--- src/rtl/sprite_draw_arbiter.sv ---
// Arbitrates several sprite-drawing channels onto a single VGA pixel write port.
// One channel owns the port from grant until done, request drop, or watchdog expiry.
module sprite_draw_arbiter #(
    parameter int unsigned          NUM_CH     = 5,
    parameter int unsigned          X_W        = 8,
    parameter int unsigned          Y_W        = 7,
    parameter int unsigned          COLOUR_W   = 12,
    parameter bit                   KEY_EN     = 1'b1,
    parameter logic [COLOUR_W-1:0]  KEY_COLOUR = '0,
    parameter bit                   RR_MODE    = 1'b1,
    parameter int unsigned          TIMEOUT    = 4096
) (
    input  logic                         clk,
    input  logic                         resetn,
    input  logic [NUM_CH-1:0]            req,
    input  logic [NUM_CH-1:0]            pix_valid,
    input  logic [NUM_CH-1:0]            done,
    input  logic [NUM_CH*X_W-1:0]        x_in,
    input  logic [NUM_CH*Y_W-1:0]        y_in,
    input  logic [NUM_CH*COLOUR_W-1:0]   colour_in,
    output logic [NUM_CH-1:0]            grant,
    output logic [X_W-1:0]               x,
    output logic [Y_W-1:0]               y,
    output logic [COLOUR_W-1:0]          colour,
    output logic                         plot,
    output logic                         busy,
    output logic                         timeout_err
);

    localparam int unsigned IDX_W = $clog2(NUM_CH);
    localparam int unsigned WD_W  = $clog2(TIMEOUT) + 1;
    localparam logic [WD_W-1:0] WD_LAST = WD_W'(TIMEOUT - 1);

    localparam logic [1:0] StIdle    = 2'd0;
    localparam logic [1:0] StGrant   = 2'd1;
    localparam logic [1:0] StRelease = 2'd2;

    logic [1:0]          state_q, state_d;
    logic [NUM_CH-1:0]   grant_q, grant_d;
    logic [IDX_W-1:0]    last_owner_q, last_owner_d;
    logic [WD_W-1:0]     wd_q, wd_d;
    logic [X_W-1:0]      x_q, x_d;
    logic [Y_W-1:0]      y_q, y_d;
    logic [COLOUR_W-1:0] colour_q, colour_d;
    logic                plot_q, plot_d;
    logic                terr_q, terr_d;

    logic [IDX_W-1:0]    owner_idx;
    logic                own_pv, own_done, own_req;
    logic [X_W-1:0]      own_x;
    logic [Y_W-1:0]      own_y;
    logic [COLOUR_W-1:0] own_colour;

    logic [IDX_W-1:0]    hi_idx, lo_idx, win_idx;
    logic                hi_found, lo_found;
    logic                wd_expire, exit_grant;

    // Owner's slices; grant_q is one-hot so at most one iteration matches.
    always_comb begin
        owner_idx  = '0;
        own_pv     = 1'b0;
        own_done   = 1'b0;
        own_req    = 1'b0;
        own_x      = '0;
        own_y      = '0;
        own_colour = '0;
        for (int unsigned i = 0; i < NUM_CH; i++) begin
            if (grant_q[i]) begin
                owner_idx  = IDX_W'(i);
                own_pv     = pix_valid[i];
                own_done   = done[i];
                own_req    = req[i];
                own_x      = x_in[i*X_W +: X_W];
                own_y      = y_in[i*Y_W +: Y_W];
                own_colour = colour_in[i*COLOUR_W +: COLOUR_W];
            end
        end
    end

    // Round-robin: first request above last_owner, else wrap to the lowest request.
    always_comb begin
        hi_idx   = '0;
        hi_found = 1'b0;
        lo_idx   = '0;
        lo_found = 1'b0;
        for (int unsigned k = 0; k < NUM_CH; k++) begin
            if (!hi_found && req[k] && (k > 32'(last_owner_q))) begin
                hi_found = 1'b1;
                hi_idx   = IDX_W'(k);
            end
            if (!lo_found && req[k]) begin
                lo_found = 1'b1;
                lo_idx   = IDX_W'(k);
            end
        end
        win_idx = (RR_MODE && hi_found) ? hi_idx : lo_idx;
    end

    assign wd_expire  = (wd_q == WD_LAST);
    assign exit_grant = own_done || !own_req || wd_expire;

    always_comb begin
        state_d      = state_q;
        grant_d      = grant_q;
        last_owner_d = last_owner_q;
        wd_d         = wd_q;
        x_d          = x_q;
        y_d          = y_q;
        colour_d     = colour_q;
        plot_d       = 1'b0;
        terr_d       = terr_q;
        case (state_q)
            StIdle: begin
                if (|req) begin
                    for (int unsigned k = 0; k < NUM_CH; k++) begin
                        grant_d[k] = (IDX_W'(k) == win_idx);
                    end
                    wd_d    = '0;
                    state_d = StGrant;
                end
            end
            StGrant: begin
                wd_d = wd_q + 1'b1;
                if (own_pv) begin
                    x_d      = own_x;
                    y_d      = own_y;
                    colour_d = own_colour;
                    plot_d   = !(KEY_EN && (own_colour == KEY_COLOUR));
                end
                if (exit_grant) begin
                    state_d      = StRelease;
                    grant_d      = '0;
                    last_owner_d = owner_idx;
                    if (wd_expire) begin
                        terr_d = 1'b1;
                    end
                end
            end
            StRelease: begin
                state_d = StIdle;
                grant_d = '0;
            end
            default: begin
                state_d = StIdle;
                grant_d = '0;
            end
        endcase
    end

    always_ff @(posedge clk) begin
        if (!resetn) begin
            state_q      <= StIdle;
            grant_q      <= '0;
            last_owner_q <= IDX_W'(NUM_CH - 1);
            wd_q         <= '0;
            x_q          <= '0;
            y_q          <= '0;
            colour_q     <= '0;
            plot_q       <= 1'b0;
            terr_q       <= 1'b0;
        end else begin
            state_q      <= state_d;
            grant_q      <= grant_d;
            last_owner_q <= last_owner_d;
            wd_q         <= wd_d;
            x_q          <= x_d;
            y_q          <= y_d;
            colour_q     <= colour_d;
            plot_q       <= plot_d;
            terr_q       <= terr_d;
        end
    end

    assign grant       = grant_q;
    assign x           = x_q;
    assign y           = y_q;
    assign colour      = colour_q;
    assign plot        = plot_q;
    assign busy        = (state_q == StGrant) || (state_q == StRelease);
    assign timeout_err = terr_q;

endmodule

--- config.mk ---
export PLATFORM = sky130hd
export DESIGN_NAME = sprite_draw_arbiter
export DESIGN_NICKNAME = d
export VERILOG_FILES = /design/src/rtl/sprite_draw_arbiter.sv
export SDC_FILE = /design/constraint.sdc
export NUM_CORES = 1
export LEC_CHECK = 0
export ABC_AREA = 1
export CAP_MARGIN = 10
export CORE_MARGIN = 10
export CORE_UTILIZATION = 29
export DETAILED_ROUTE_END_ITERATION = 7
export GPL_ROUTABILITY_DRIVEN = 0
export PLACE_DENSITY = 0.59
export SYNTH_ARGS = -nofsm -noshare
export SYNTH_HDL_FRONTEND = slang
export SYNTH_SLANG_ARGS = --single-unit
export TNS_END_PERCENT = 100
--- constraint.sdc ---
create_clock -name clk -period 3.4 [get_ports clk]
set_input_delay 0.68 -clock clk [delete_from_list [all_inputs] [get_ports clk]]
set_output_delay 0.68 -clock clk [all_outputs]
set_load 0.1 [all_outputs]
==> out/results.tsv, run 1 <==
stage	metric	value	unit
run_status	outcome	complete, no violations	
sta	skew	5.57	ps
clocking	cts_sinks	52	
finish	drive_gt1_frac	0.138	
finish	layout.nets	862	
hold_path	min_path_type	flop to flop	
power	p_int	1240	uW
power	switching_share	0.367	
die	die_area	17000	sq um
yosys	synth_seq_area_share	0.295	
finish	area_growth_syn_to_layout	56.0	%
yosys	synth.cells.most_frequent	nand2_1 (123), nor2_1 (69), nand3_1 (59)	
sta	drv_slew	0	
sta	fmax	434	MHz
setup_path	cp-end-kind	primary output	
setup_path	arrival	1620	ps
clocking	clk_latency	290	ps
power	leakage	0.00218	uW
setup_path	r2r_setup_slack	1200	ps
global_route	grt_use_total	0.169	
yosys	yosys.area.top_type	dfxtp_1	
global_route	grt_start_max_net_pins	40	
yosys	async_flop_share	0	
power	p_comb_frac	0.408	
clocking	cts_resized	0	
global_route	grt_pass1_vias	4131	
global_route	antenna_found_initial	1	
sta	tns	0	ps
power	powerDensity	358	nW/um^2
clocking	cts.path.max_buffers	2	
placement	numPortBuffers	186	
sta	worst_pin_slew	734	ps
clocking	cts_setup_buffers	0	
clocking	cts_made_buffers	5	
setup_path	cp_max_fo	12	
yosys	synth_ff_type	dfxtp_1	
yosys	synth_edf_count	0	
drt	drc	0	
clocking	cts_hold_buf	0	
sta	rsz0062_at_grt	no	
placement	dp_hpwl	11900	um
power	clkPwrFrac	0.257	
placement	place_ws	963	ps
global_route	grt-ovfl-total	0	
sta	hold_viol	0	
yosys	syn-mean-instance-area	6.55	sq um
drt	firstDrtPassIters	4	
yosys	synth_warnings	0	
setup_path	required	2720	ps
power	vdd_ir_drop_max	0.265	mV
drt	avgRoutedWirePerCell	17.7	um
placement	dp.cells	847	
sta	fin_ws	1100	ps
sta	setup_violations	0	
clocking	cts_tree	built	
finish	finish.instance_area	5500	sq um
yosys	ys_ff_latch	52	
sta	final.period_utilization	0.678	
power	p_seq_frac	0.335	
die	initial_utilization	0.295	
drt	drt_iter0_markers	221	
drt	vias	4237	
die	die_height	130	um
power	p_switching	722	uW
setup_path	cp-start-kind	flop	
clocking	htree_levels	2	
yosys	syn_inst	538	
yosys	ys_types	34	
yosys	synth_nets	693	
drt	routed_via_density	4.95	
yosys	yosysMostFrequentCell	nand2_1	
placement	placedInstanceArea	5350	sq um
global_route	grt_pass1_wl	22700	um
sta	period_minus_slack	2300	ps
drt	drt-total-wl	15100	um
die	io_pins	187	
clocking	cts-root-buf	clkbuf_16	
die	core	12000	sq um
die	rows	40	
die	floorplan.die.width	130	um
flow_run	maxCapViolations	0	
clocking	clk_pin_slew	60	ps
yosys	synth_top_area_frac	0.295	
yosys	synth_area_leaders	dfxtp_1 (30%), nand2_1 (13%), nand3_1 (8.4%)	
sta	max_slew_margin	0.510	
setup_path	path_class	flop to primary output	
yosys	syn_area	3520	sq um
drt	ant_nets	0	
finish	fin_cells	856	
finish	fin_util	0.460	
cell type report:
| class | instances | area (sq um) |
|---|---|---|
| fill | 1245 | 6460 |
| sequential | 52 | 1040 |
| timing repair buffer | 191 | 1810 |
| multi-input combinational | 419 | 2170 |
| tap | 147 | 184 |
| inverter | 38 | 143 |
| clock buffer | 8 | 146 |
| antenna | 1 | 2.50 |
layer usage:
layer  wire length, um  GRT usage  vias to the layer above
met5                 0          0                        -
met4               164     0.0298                        0
met3              1560     0.0511                       15
met2              7170      0.301                      148
met1              6220      0.196                     1916
li1                  -          -                     2158
kinds of logic (layout without fill, tap and decap cells):
kind of cell / after synthesis / count (layout) / share of synthesized area
and+or+nand+nor: 298 / 298 / 0.408
AOI/OAI and AO/OA: 117 / 117 / 0.195
buffers and inverters: 67 / 237 / 0.0887
DFF: 52 / 52 / 0.295
adders and majority gates: 3 / 3 / 0.0107
xor gates and xnor gates: 1 / 1 / 0.00249
other: 0 / 1 / 0
state kept, by name, summed over array words and instances (netlist names):
name / cells
wd_q: 13
colour: 12
x: 8
y: 7
grant: 5
last_owner_q: 3
state_q: 2
plot: 1
timeout_err: 1
stage by stage:
stage / total power (uW) / hold WS, ps
after CTS: 1990 / 469
after global routing: 2090 / 491
after global placement: 1470 / 455
final: 1970 / 468
after floorplan: 1170 / 434
after detailed placement: 1480 / 458
critical path: stages (launching register included):
cell and delay [ps]:
dfxtp_1 710, buf_4 310, buf_4 320
cells in the final DEF, fill, tap and decap left out, types with 4 or more instances in the layout:
cell and count:
nand2_1 123, a221oi_1 10, inv_1 27, nand3_1 59, clkbuf_16 5, o21ai_0 29
nor2_1 69, clkdlybuf4s50_1 151, o21ai_1 11, nand2_4 5, a21oi_1 50, o21ai_2 11
inv_2 11, nand4_1 14, nor2_4 4, nand3_2 14, buf_4 40, dfxtp_1 52
final timing paths:
| kind | from | endpoint | cells past startpoint |
|---|---|---|---|
| max | grant[3] | grant[3] | 2 |
| min | x[7] | x[7] | 2 |
| max reg2reg | grant[3] | x[2] | 7 |
| min reg2reg | x[7] | x[7] | 2 |
power by group through the flow:
stage | registers (uW) | clock network [uW] | logic (uW)
2_1_floorplan | 762 | 0 | 412
3_3_place_gp | 673 | 0 | 800
3_5_place_dp | 673 | 0 | 805
4_1_cts | 659 | 519 | 808
5_1_grt | 662 | 549 | 883
6_report | 659 | 505 | 802
(Power assumes the default switching activity.)
==> run 2: changes to the inputs <==
Settings changed: PLACE_DENSITY 0.59 to 0.62.
Clock period 3.4 ns to 2 ns, I/O delays scaled along.
==> out/results.tsv, run 2 (synthesis results as in run 1) <==
stage	metric	value	unit	change
drt	routed_via_density	4.97		+0.48%
power	p_seq_frac	0.326		-0.009
placement	dp_hpwl	12100	um	+2.0%
drt	drt-total-wl	15000	um	-0.62%
drt	drt_iter0_markers	190		-14%
clocking	cts_tree	built		
power	p_total	3450	uW	+75%
setup_path	cp-start-kind	flop		
run_status	outcome	complete, no violations		
placement	numPortBuffers	186		unchanged
finish	largest_reg_flops	13		unchanged
power	p_int	2220	uW	+78%
placement	place_ws	-62.1	ps	-1030 ps
power	p_comb_frac	0.418		+0.010
finish	largest-register	wd_q		
finish	area_growth_syn_to_layout	61.5	%	
flow_run	maxCapViolations	0		unchanged
clocking	cts_resized	0		unchanged
clocking	cts_made_buffers	5		unchanged
die	die_height	130	um	unchanged
sta	skew	6.61	ps	+1.04 ps
clocking	cts_sinks	52		unchanged
clocking	clk_pin_slew	70	ps	about the same
setup_path	cp-end-kind	flop		
die	rows	40		unchanged
sta	whs	465	ps	-2.90 ps
sta	rsz0062_at_grt	no		
die	die_area	17000	sq um	unchanged
clocking	cts.path.max_buffers	2		unchanged
global_route	grt-ovfl-total	0		unchanged
finish	antenna_cells	0		-1
finish	drive_gt1_frac	0.161		+0.0227
clocking	cts-root-buf	clkbuf_16		
setup_path	cp_max_fo	24		+12
sta	final.period_utilization	0.911		
die	io_pins	187		unchanged
setup_path	required	2150	ps	-570 ps
setup_path	arrival	1980	ps	+360 ps
power	powerDensity	606	nW/um^2	+69%
power	switching_share	0.358		-0.00910
global_route	grt_pass1_vias	4312		+4.4%
clocking	cts_hold_buf	0		unchanged
global_route	grt_start_max_net_pins	40		unchanged
sta	period_minus_slack	1820	ps	
clocking	cts_setup_buffers	0		unchanged
global_route	antenna_found_initial	0		-1
die	core	12000	sq um	unchanged
drt	drc	0		unchanged
finish	final_common_cell	clkdlybuf4s50_1		
drt	firstDrtPassIters	4		unchanged
drt	ant_nets	0		unchanged
drt	vias	4312		+1.8%
clocking	clk_latency	280	ps	about the same
sta	fin_ws	178	ps	-917 ps
global_route	grt_pass1_wl	23200	um	+2.3%
global_route	grt_use_total	0.170		+0.000988
hold_path	holdPathStages	2		unchanged
power	leakage	0.00227	uW	+4.3%
setup_path	path_class	flop to flop		
die	initial_utilization	0.295		unchanged
die	floorplan.die.width	130	um	unchanged
sta	setup_violations	0		unchanged
finish	layout.nets	875		+1.5%
sta	drv_slew	0		unchanged
sta	worst_pin_slew	498	ps	-236 ps
finish	nFillCells	1215		-2.4%
hold_path	min_path_type	flop to flop		
sta	max_slew_margin	0.668		+0.158
drt	avgRoutedWirePerCell	17.3	um	-1.9%
power	clkPwrFrac	0.256		about the same
finish	final_cell_mix	clkdlybuf4s50_1 (151), nand2_1 (123), nor2_1 (69)		
setup_path	r2r_cells	11		+4
power	p_switching	1240	uW	+71%
sta	fmax	549	MHz	
sta	hold_viol	0		unchanged
clocking	htree_levels	2		unchanged
power	vdd_ir_drop_max	0.358	mV	+35%
[run 2: cell types whose count changed in the layout (fill, tap and decap cells not counted), sizes merged]
cell    delta
buf       +13
clkbuf     -1
diode      -1
[run 2: worst paths after layout]
kind / slack (ps) / end / from
min: 460 / wd_q[2] / wd_q[2]
max reg2reg: 180 / grant[3] / grant[2]
max: 180 / grant[3] / grant[2]
min reg2reg: 460 / wd_q[2] / wd_q[2]
[run 2: critical path: stages, from the launching register on]
cell     delay (ps)
dfxtp_2         460
inv_2           120
nor2_8          330
a21oi_1         120
nand2_1          90
nand2_1          60
nand2_2         100
nand3_4         100
nand2_4         120
nor2_1           50
nor2_1          100
nor2_1           40
[run 2: area by class of cell]
| type | instances | area (sq um) | area share |
|---|---|---|---|
| Clock buffer | 7 | 153 | 0.0268 |
| Inverter | 38 | 143 | 0.0251 |
| Timing Repair Buffer | 204 | 2000 | 0.351 |
| Tap cell | 147 | 184 | 0.0323 |
| Sequential cell | 52 | 1050 | 0.184 |
| Multi-Input combinational cell | 419 | 2170 | 0.381 |
[run 2: per-layer routing]
layer  wire, um  track usage  vias up
met5          0            0        -
met1       6120        0.206     1966
met4        167       0.0344        0
met3       1550       0.0406       11
li1           -            -     2179
met2       7190        0.298      156
[run 2: power groups by stage]
stage	clock network (uW)	registers, uW	logic [uW]
after global placement	0	1150	1440
after floorplan	0	1300	699
after global routing	958	1130	1580
final	884	1120	1440
after detailed placement	0	1150	1450
after CTS	910	1120	1450
[run 2: per-stage QoR]
step	instances	TNS, ps	utilization	cell area (sq um)
global route	867	0	0.476	5690
floorplan	538	0	-	3530
detailed placement	860	-221	0.463	5540
global placement	860	0	0.463	5540
CTS	867	0	0.476	5690
finish	867	0	0.476	5690
